**src/rtl/sar_search_controller.sv**
```systemverilog
// ---------------------------------------------------------------------------
// sar_search_controller
//
// Successive-approximation search controller. It drives the B operand of a
// magnitude comparator (probe) and reads back the comparator's
// greater/equal/less flags. From these it binary-searches the unknown A
// operand, MSB first, and reports the value it finds on result.
//
// Parameters:
//   WIDTH        operand width of probe and result (>= 2)
//
// Ports:
//   clk          system clock, rising edge
//   rst          asynchronous, active-high reset
//   start        pulse; begins a search when idle
//   abort        terminates a search in progress (no done pulse)
//   cmp_greater  comparator flag, A >  probe
//   cmp_equal    comparator flag, A == probe
//   cmp_less     comparator flag, A <  probe
//   probe        registered value driven to comparator B (0 when idle)
//   busy         high while searching
//   done         one-cycle pulse at search end
//   err          flag protocol violation seen; valid with done
//   result       discovered A; valid when done=1 and err=0; held until the
//                next search completes
//
// Build option:
//   SAR_FLAG_REG_EN  when defined, the comparator flags are registered before
//                    they are evaluated. Each bit then takes two cycles:
//                    SEARCH drives the probe and captures the flags, and
//                    SAMPLE evaluates the captured flags.
// ---------------------------------------------------------------------------
module sar_search_controller #(
    parameter int WIDTH = 4
) (
    input  logic             clk,
    input  logic             rst,
    input  logic             start,
    input  logic             abort,
    input  logic             cmp_greater,
    input  logic             cmp_equal,
    input  logic             cmp_less,
    output logic [WIDTH-1:0] probe,
    output logic             busy,
    output logic             done,
    output logic             err,
    output logic [WIDTH-1:0] result
);

    localparam int IDX_W = $clog2(WIDTH);
    localparam logic [WIDTH-1:0] ONE      = {{(WIDTH-1){1'b0}}, 1'b1};
    localparam logic [WIDTH-1:0] MSB      = {1'b1, {(WIDTH-1){1'b0}}};
    localparam logic [IDX_W-1:0] IDX_TOP  = IDX_W'(WIDTH - 1);
    localparam logic [IDX_W-1:0] IDX_STEP = {{(IDX_W-1){1'b0}}, 1'b1};

    // SAMPLE is reached only when the flags are registered.
    typedef enum logic [1:0] {
        IDLE,
        SEARCH,
        SAMPLE
    } state_t;

    state_t           state_q,  state_d;
    logic [WIDTH-1:0] acc_q,    acc_d;
    logic [IDX_W-1:0] idx_q,    idx_d;
    logic [WIDTH-1:0] probe_q,  probe_d;
    logic             busy_q,   busy_d;
    logic             done_q,   done_d;
    logic             err_q,    err_d;
    logic [WIDTH-1:0] result_q, result_d;

    logic [2:0]       flags_live;
    logic [2:0]       eval_flags;
    logic             eval_en;
    logic [WIDTH-1:0] next_bit;

    assign flags_live = {cmp_greater, cmp_equal, cmp_less};

    // Bit tested on the following step. It is only used while idx_q > 0, so
    // the wrap of idx_q - 1 at idx_q = 0 never reaches the probe.
    assign next_bit = ONE << (idx_q - IDX_STEP);

`ifdef SAR_FLAG_REG_EN
    logic [2:0] flag_q;

    // The flags are captured every cycle. The value held during SAMPLE is
    // the one taken at the end of the SEARCH cycle for the current probe.
    always_ff @(posedge clk or posedge rst) begin
        if (rst) begin
            flag_q <= 3'b000;
        end else begin
            flag_q <= flags_live;
        end
    end

    assign eval_flags = flag_q;
    assign eval_en    = (state_q == SAMPLE) && !abort;
`else
    assign eval_flags = flags_live;
    assign eval_en    = (state_q == SEARCH) && !abort;
`endif

    always_comb begin
        logic finish;
        // NOTE: every next-state variable gets a default first, so no path
        // through the case statement can leave one unassigned and infer a latch.
        state_d  = state_q;
        acc_d    = acc_q;
        idx_d    = idx_q;
        probe_d  = probe_q;
        busy_d   = busy_q;
        done_d   = 1'b0;
        err_d    = err_q;
        result_d = result_q;
        finish   = 1'b0;

        case (state_q)
            IDLE: begin
                // start is ignored in the done cycle and when it comes
                // together with abort.
                if (start && !abort && !done_q) begin
                    state_d = SEARCH;
                    acc_d   = '0;
                    idx_d   = IDX_TOP;
                    probe_d = MSB;
                    busy_d  = 1'b1;
                    err_d   = 1'b0;
                end
            end
            SEARCH: begin
                if (abort) begin
                    state_d = IDLE;
                    busy_d  = 1'b0;
                    probe_d = '0;
                end
`ifdef SAR_FLAG_REG_EN
                else begin
                    state_d = SAMPLE;
                end
`endif
            end
`ifdef SAR_FLAG_REG_EN
            SAMPLE: begin
                if (abort) begin
                    state_d = IDLE;
                    busy_d  = 1'b0;
                    probe_d = '0;
                end
            end
`endif
            default: begin
                state_d = IDLE;
            end
        endcase

        // The flags are evaluated against the current probe. abort has
        // already removed this cycle from evaluation.
        if (eval_en) begin
            if (!$onehot(eval_flags) || (eval_flags[2] && idx_q == '0)) begin
                // The flags are not exactly one-hot, or "greater" was
                // reported on the last bit, which cannot happen when the
                // comparator works correctly.
                err_d    = 1'b1;
                result_d = probe_q;
                finish   = 1'b1;
            end else if (eval_flags[1]) begin
                result_d = probe_q;
                finish   = 1'b1;
            end else if (eval_flags[2]) begin
                // Keep the tested bit and try the next lower one.
                acc_d   = probe_q;
                idx_d   = idx_q - IDX_STEP;
                probe_d = probe_q | next_bit;
                state_d = SEARCH;
            end else if (idx_q == '0) begin
                result_d = acc_q;
                finish   = 1'b1;
            end else begin
                // Drop the tested bit and try the next lower one.
                idx_d   = idx_q - IDX_STEP;
                probe_d = acc_q | next_bit;
                state_d = SEARCH;
            end
        end

        if (finish) begin
            state_d = IDLE;
            busy_d  = 1'b0;
            probe_d = '0;
            done_d  = 1'b1;
        end
    end

    // NOTE: sequential state uses non-blocking assignments only, so every
    // register samples the values its inputs had before this clock edge.
    always_ff @(posedge clk or posedge rst) begin
        if (rst) begin
            state_q  <= IDLE;
            acc_q    <= '0;
            idx_q    <= IDX_TOP;
            probe_q  <= '0;
            busy_q   <= 1'b0;
            done_q   <= 1'b0;
            err_q    <= 1'b0;
            result_q <= '0;
        end else begin
            state_q  <= state_d;
            acc_q    <= acc_d;
            idx_q    <= idx_d;
            probe_q  <= probe_d;
            busy_q   <= busy_d;
            done_q   <= done_d;
            err_q    <= err_d;
            result_q <= result_d;
        end
    end

    assign probe  = probe_q;
    assign busy   = busy_q;
    assign done   = done_q;
    assign err    = err_q;
    assign result = result_q;

endmodule

```
**config.mk**
```make
export PLATFORM = sky130hd
export DESIGN_NAME = sar_search_controller
export DESIGN_NICKNAME = d
export VERILOG_FILES = /design/src/rtl/sar_search_controller.sv
export SDC_FILE = /design/constraint.sdc
export NUM_CORES = 1
export LEC_CHECK = 0
export BUFFER_PORTS_ARGS = -buffer_cell sky130_fd_sc_hd__buf_2
export CAP_MARGIN = 25
export CORE_MARGIN = 2
export CORE_UTILIZATION = 25
export CTS_BUF_LIST = sky130_fd_sc_hd__clkbuf_2 sky130_fd_sc_hd__clkbuf_4 sky130_fd_sc_hd__clkbuf_8
export DETAILED_ROUTE_END_ITERATION = 6
export PLACE_DENSITY = 0.38
export SKIP_CTS_REPAIR_TIMING = 1
export SYNTH_ARGS = -nofsm -noshare
export SYNTH_HDL_FRONTEND = slang
export SYNTH_SLANG_ARGS = --single-unit
```
**constraint.sdc**
```tcl
create_clock -name clk -period 3.9 [get_ports clk]
set_input_delay 0 -clock clk [delete_from_list [all_inputs] [get_ports clk]]
set_output_delay 0 -clock clk [all_outputs]
set_load 0.02 [all_outputs]
```
==> qor.yml, run 1 <==
power:
  power_density_nw_per_um2: 381
  ir_worst_vdd_v: 0.000172
  p_leak_nw: 0.595
worst_setup_path:
  cp-start-kind: "flip-flop"
  worst-setup-path-type: "flip-flop to flip-flop"
  path_max_fanout: 7
  cp.required_ns: 4.03
  end_kind: "flip-flop"
  arrival_ns: 2.14
floorplanning:
  dieArea_um2: 4780
  start_util_pct: 26.3
  die_x_um: 69.1
  rows: 23
  coreArea_um2: 4030
  fp.dieH_um: 69.1
  io_pins: 18
finish:
  nets: 137
  register_area_um2: 478
  final_cell_mix: "dfrtp_1, buf_2, inv_1, o21ai_0, a21oi_1"
  area_growth_pct: 17.6
  drive_gt1_share_pct: 23.6
  antennaDiodeCount: 0
  fin_area_um2: 1250
  fill_cells: 433
  multiInputGateArea_um2: 523
yosys:
  syn_area_um2: 1060
  yosysWarnings: 0
  ys.flop_type: "dfrtp_1"
  postSynthNetCount: 118
  ys_seq_area_share_pct: 45.1
  synth_edf_count: 0
  syn_avg_cell_area_um2: 10.1
  ys_ff_latch: 19
  ys_async_sr_fraction_pct: 100
  synthCells: 105
  synth_cell_type_count: 33
sta:
  finalSetupTns_ns: 0
  slew_violations: 0
  finalCritPeriodShare_pct: 51.4
  worstMarginPinSlew_ns: 0.767
  min_period_ns: 2.00
  rsz0062_at_grt: "no"
  hold_violations: 0
  maxSlewHeadroom_pct: 48.8
  max_freq_ghz: 0.499
  clock-skew-final_ns: 0.00435
  setup-violations-final: 0
cts:
  max-clock-path-buffers: 2
  clk_pin_slew_worst_paths_ns: 0.07
  clock_latency_ns: 0.26
  ctsRootBufferMaster: "clkbuf_8"
  cts_sinks: 19
  cts_max_level: 1
  cts_tree: "built"
  cts_made_buffers: 3
detailed_routing:
  wl_mm: 2.82
  vias: 832
  drcViolationCount: 0
  dr.pass1.iters: 4
  via_per_inst: 4.81
  wl_per_cell_um: 16.3
  ant_nets: 0
  drt_iter0_drc: 21
global_routing:
  grt_usage_pct: 13.1
  first_global_vias: 924
  grt_first_pass_wirelength_mm: 4.86
  grt-ovfl-total: 0
  antenna_found_initial: 0
  grt_max_degree: 20
flow_run:
  drv_cap: 0
placed_design:
  hpwlAfterDp_mm: 2.10
  portBuffers: 17
  place_congestion: 0.848
  post_dp_cell_area_um2: 1190
status:
  status: "finished, final reports clean"
min_path:
  hold_class: "input pin to flip-flop"
[cell usage after synthesis, types with 2 or more instances]
| cell | n | area [um^2] |
|---|---|---|
| dfstp_2 | 2 | 52.6 |
| and2_1 | 2 | 12.5 |
| or3_1 | 3 | 18.8 |
| a21oi_1 | 8 | 40.0 |
| clkbuf_1 | 2 | 7.51 |
| nand3_1 | 5 | 25.0 |
| o22ai_1 | 3 | 18.8 |
| or3b_2 | 3 | 26.3 |
| dfrtp_1 | 17 | 425 |
| nand2_1 | 2 | 7.51 |
| o21ai_0 | 11 | 55.1 |
| nor3b_1 | 2 | 15.0 |
| ha_1 | 5 | 62.6 |
| a31oi_1 | 4 | 25.0 |
| buf_2 | 2 | 10.0 |
| nand2b_1 | 3 | 18.8 |
| mux2i_1 | 4 | 40.0 |
| or4b_1 | 2 | 20.0 |
| inv_1 | 11 | 41.3 |
[critical path, stage by stage, from the launching register on]
cell      delay [ns]
dfstp_2         0.55
inv_1           0.08
ha_1            0.29
nor4b_2         0.39
nand4b_1        0.36
mux2i_1         0.20
[sequential cells by signal, summed over array words and instances, names as in the netlist]
register	flops
done	1
probe	4
result	4
acc_q	4
state_q	2
err	1
idx_q	2
busy	1
[power breakdown]
group	switching, W	internal [W]
clock	0.0000660	0.0000710
combinational	0.0000658	0.0000399
sequential	0.0000142	0.000218
[through the flow]
step / cells / util (%) / hold WS [ns] / setup WS (ns) / total power, W
finish: 173 / 30.9 / 0.111 / 1.90 / 0.000475
global route: 173 / 30.9 / 0.139 / 1.66 / 0.000506
CTS: 172 / 30.7 / -0.0979 / 1.88 / 0.000486
detailed placement: 168 / 29.5 / 0.194 / 1.89 / 0.000342
global placement: 168 / 29.5 / 0.179 / 1.90 / 0.000340
floorplan: 105 / - / -0.0504 / 2.02 / 0.000304
[cell families after synthesis]
kind of cell	synth area share, %
buf+inv	5.55
compound gates	18.4
flops	45.1
other cells	0.354
fa+ha+maj	7.79
simple gates	17.9
mux	4.84
[metal layers]
layer,wire length (um),up-vias,global-route usage (%)
li1,-,407,-
met1,1310,411,17.4
met2,1410,12,21.2
met3,76,2,3.51
met4,22,0,3.49
met5,0,-,0
[final timing paths]
check | startpoint | end | slack, ns | cells after the start
setup / recovery | idx_q[0] | acc_q[2] | 1.90 | 5
hold / removal | abort | busy | 0.11 | 3
setup reg to reg | idx_q[0] | acc_q[2] | 1.90 | 5
hold reg to reg | busy | busy | 0.50 | 1
max in group asynchronous | rst | result[3] | 3.00 | 3
min in group asynchronous | rst | probe[2] | 0.42 | 3
[final cells by class]
class	count	share of cell area, %
clock inverters	1	0.402
multi-input cells	71	42.0
well taps	50	5.02
inverters	11	3.31
clock buffers	3	3.31
repair buffers	18	7.63
flip-flops and latches	19	38.4
No activity file was read; power rests on OpenSTA's default activity.
==> run 2: changes to the inputs <==
--- a/config.mk
+++ b/config.mk
@@ -11,7 +11,7 @@
 export CORE_UTILIZATION = 25
 export CTS_BUF_LIST = sky130_fd_sc_hd__clkbuf_2 sky130_fd_sc_hd__clkbuf_4 sky130_fd_sc_hd__clkbuf_8
 export DETAILED_ROUTE_END_ITERATION = 6
-export PLACE_DENSITY = 0.38
+export PLACE_DENSITY = 0.39
 export SKIP_CTS_REPAIR_TIMING = 1
 export SYNTH_ARGS = -nofsm -noshare
 export SYNTH_HDL_FRONTEND = slang
==> constraint.sdc (replaced) <==
create_clock -name clk -period 1.7 [get_ports clk]
set_input_delay 0 -clock clk [delete_from_list [all_inputs] [get_ports clk]]
set_output_delay 0 -clock clk [all_outputs]
set_load 0.02 [all_outputs]
==> run 2 against run 1 <==
- setup slack worse by 1.9 ns
- the flow now finishes with violations (setup timing)
- largest cell class unchanged
- clock skew down 0.0026 ns
- routed wire length up 2.8%
- flip-flop and latch count unchanged
- global-route usage down 0.069 points
- clock power up 140%
- final cell count up 12%
==> qor.yml, run 2 (synthesis results as in run 1) <==
sta:
  slew_violations: 0
  rsz0062_at_grt: "yes"
  max_freq_ghz: 0.584
  finalCritPeriodShare_pct: 101
  hold_violations: 0
  worstMarginPinSlew_ns: 0.771
  min_period_ns: 1.71
  finalSetupTns_ns: -0.0408
  setup-violations-final: 4
  clock-skew-final_ns: 0.00171
  maxSlewHeadroom_pct: 48.5
  holdWs_ns: 0.120
  fin_ws_ns: -0.0134
worst_setup_path:
  path_max_fanout: 4
  arrival_ns: 1.86
  cp-start-kind: "flip-flop"
  worst-setup-path-type: "flip-flop to flip-flop"
  cp.required_ns: 1.84
  end_kind: "flip-flop"
placed_design:
  placed_cells: 183
  place_congestion: 0.772
  preCtsSetupSlack_ns: -0.131
  portBuffers: 17
  hpwlAfterDp_mm: 2.20
finish:
  fill_cells: 420
  final_cell_mix: "buf_4, dfrtp_1, buf_2"
  antennaDiodeCount: 0
  fin_util_pct: 36.1
  layout_commonest_cell: "buf_4"
  drive_gt1_share_pct: 42.0
  nets: 157
  area_growth_pct: 37.3
  final_cells: 193
cts:
  clock_latency_ns: 0.26
  cts_max_level: 1
  cts_made_buffers: 3
  cts_tree: "built"
  max-clock-path-buffers: 2
  clk_pin_slew_worst_paths_ns: 0.08
  cts_sinks: 19
  ctsRootBufferMaster: "clkbuf_8"
power:
  p_leak_nw: 0.708
  power_density_nw_per_um2: 793
  ir_worst_vdd_v: 0.000267
status:
  violations: "setup timing"
  status: "finished, violations left"
floorplanning:
  fp.dieH_um: 69.1
  coreArea_um2: 4030
  start_util_pct: 26.3
  rows: 23
  io_pins: 18
  die_x_um: 69.1
  dieArea_um2: 4780
global_routing:
  first_global_vias: 914
  grt-ovfl-total: 0
  grt_usage_pct: 13.0
  grt_first_pass_wirelength_mm: 4.84
  antenna_found_initial: 0
  grt_max_degree: 20
detailed_routing:
  dr.pass1.iters: 4
  drcViolationCount: 0
  wl_mm: 2.90
  wl_per_cell_um: 15.0
  drt_iter0_drc: 48
  via_per_inst: 4.66
  ant_nets: 0
  vias: 899
flow_run:
  drv_cap: 0
min_path:
  hold_class: "input pin to flip-flop"
run 2: worst max-delay path, cell delays in order (launching register included):
cell	delay [ns]
dfstp_2	0.54
inv_2	0.05
ha_4	0.16
buf_6	0.11
nor4b_4	0.20
buf_4	0.17
nand4b_1	0.11
buf_6	0.15
mux2i_1	0.11
run 2: cell type report:
| type | instances | area, um^2 | share of cell area, % |
|---|---|---|---|
| clock buffers | 3 | 41.3 | 2.84 |
| repair buffers | 38 | 253 | 17.4 |
| well taps | 50 | 62.6 | 4.30 |
| inverters | 11 | 41.3 | 2.84 |
| multi-input cells | 71 | 574 | 39.5 |
| clock inverters | 1 | 5.00 | 0.344 |
| flip-flops and latches | 19 | 478 | 32.8 |
run 2: metal layers:
layer	vias up	GRT usage, %	wire length, um
li1	447	-	-
met1	438	18.0	1400
met2	12	20.6	1410
met3	2	2.49	69
met4	0	3.92	21
met5	-	0	0
run 2: worst paths after layout:
| path | to | cells past startpoint | slack (ns) | from |
|---|---|---|---|---|
| max | acc_q[1] | 8 | -0.01 | idx_q[1] |
| min | busy | 3 | 0.12 | abort |
| max reg2reg | acc_q[1] | 8 | -0.01 | idx_q[1] |
| min reg2reg | busy | 1 | 0.50 | busy |
| max in group asynchronous | result[3] | 3 | 0.80 | rst |
| min in group asynchronous | state_q[1] | 3 | 0.41 | rst |
run 2: stage by stage:
step                total power [W]  cell area, um^2
floorplan                  0.000704             1090
global placement           0.000810             1320
detailed placement         0.000814             1320
CTS                         0.00115             1370
global route                0.00123             1460
finish                      0.00115             1460
run 2: where the power goes:
group / internal [W] / switching, W / total (W)
logic: 0.000128 / 0.000165 / 0.000293
registers: 0.000500 / 0.0000316 / 0.000531
clock network: 0.000163 / 0.000166 / 0.000329
total: 0.000791 / 0.000362 / 0.00115
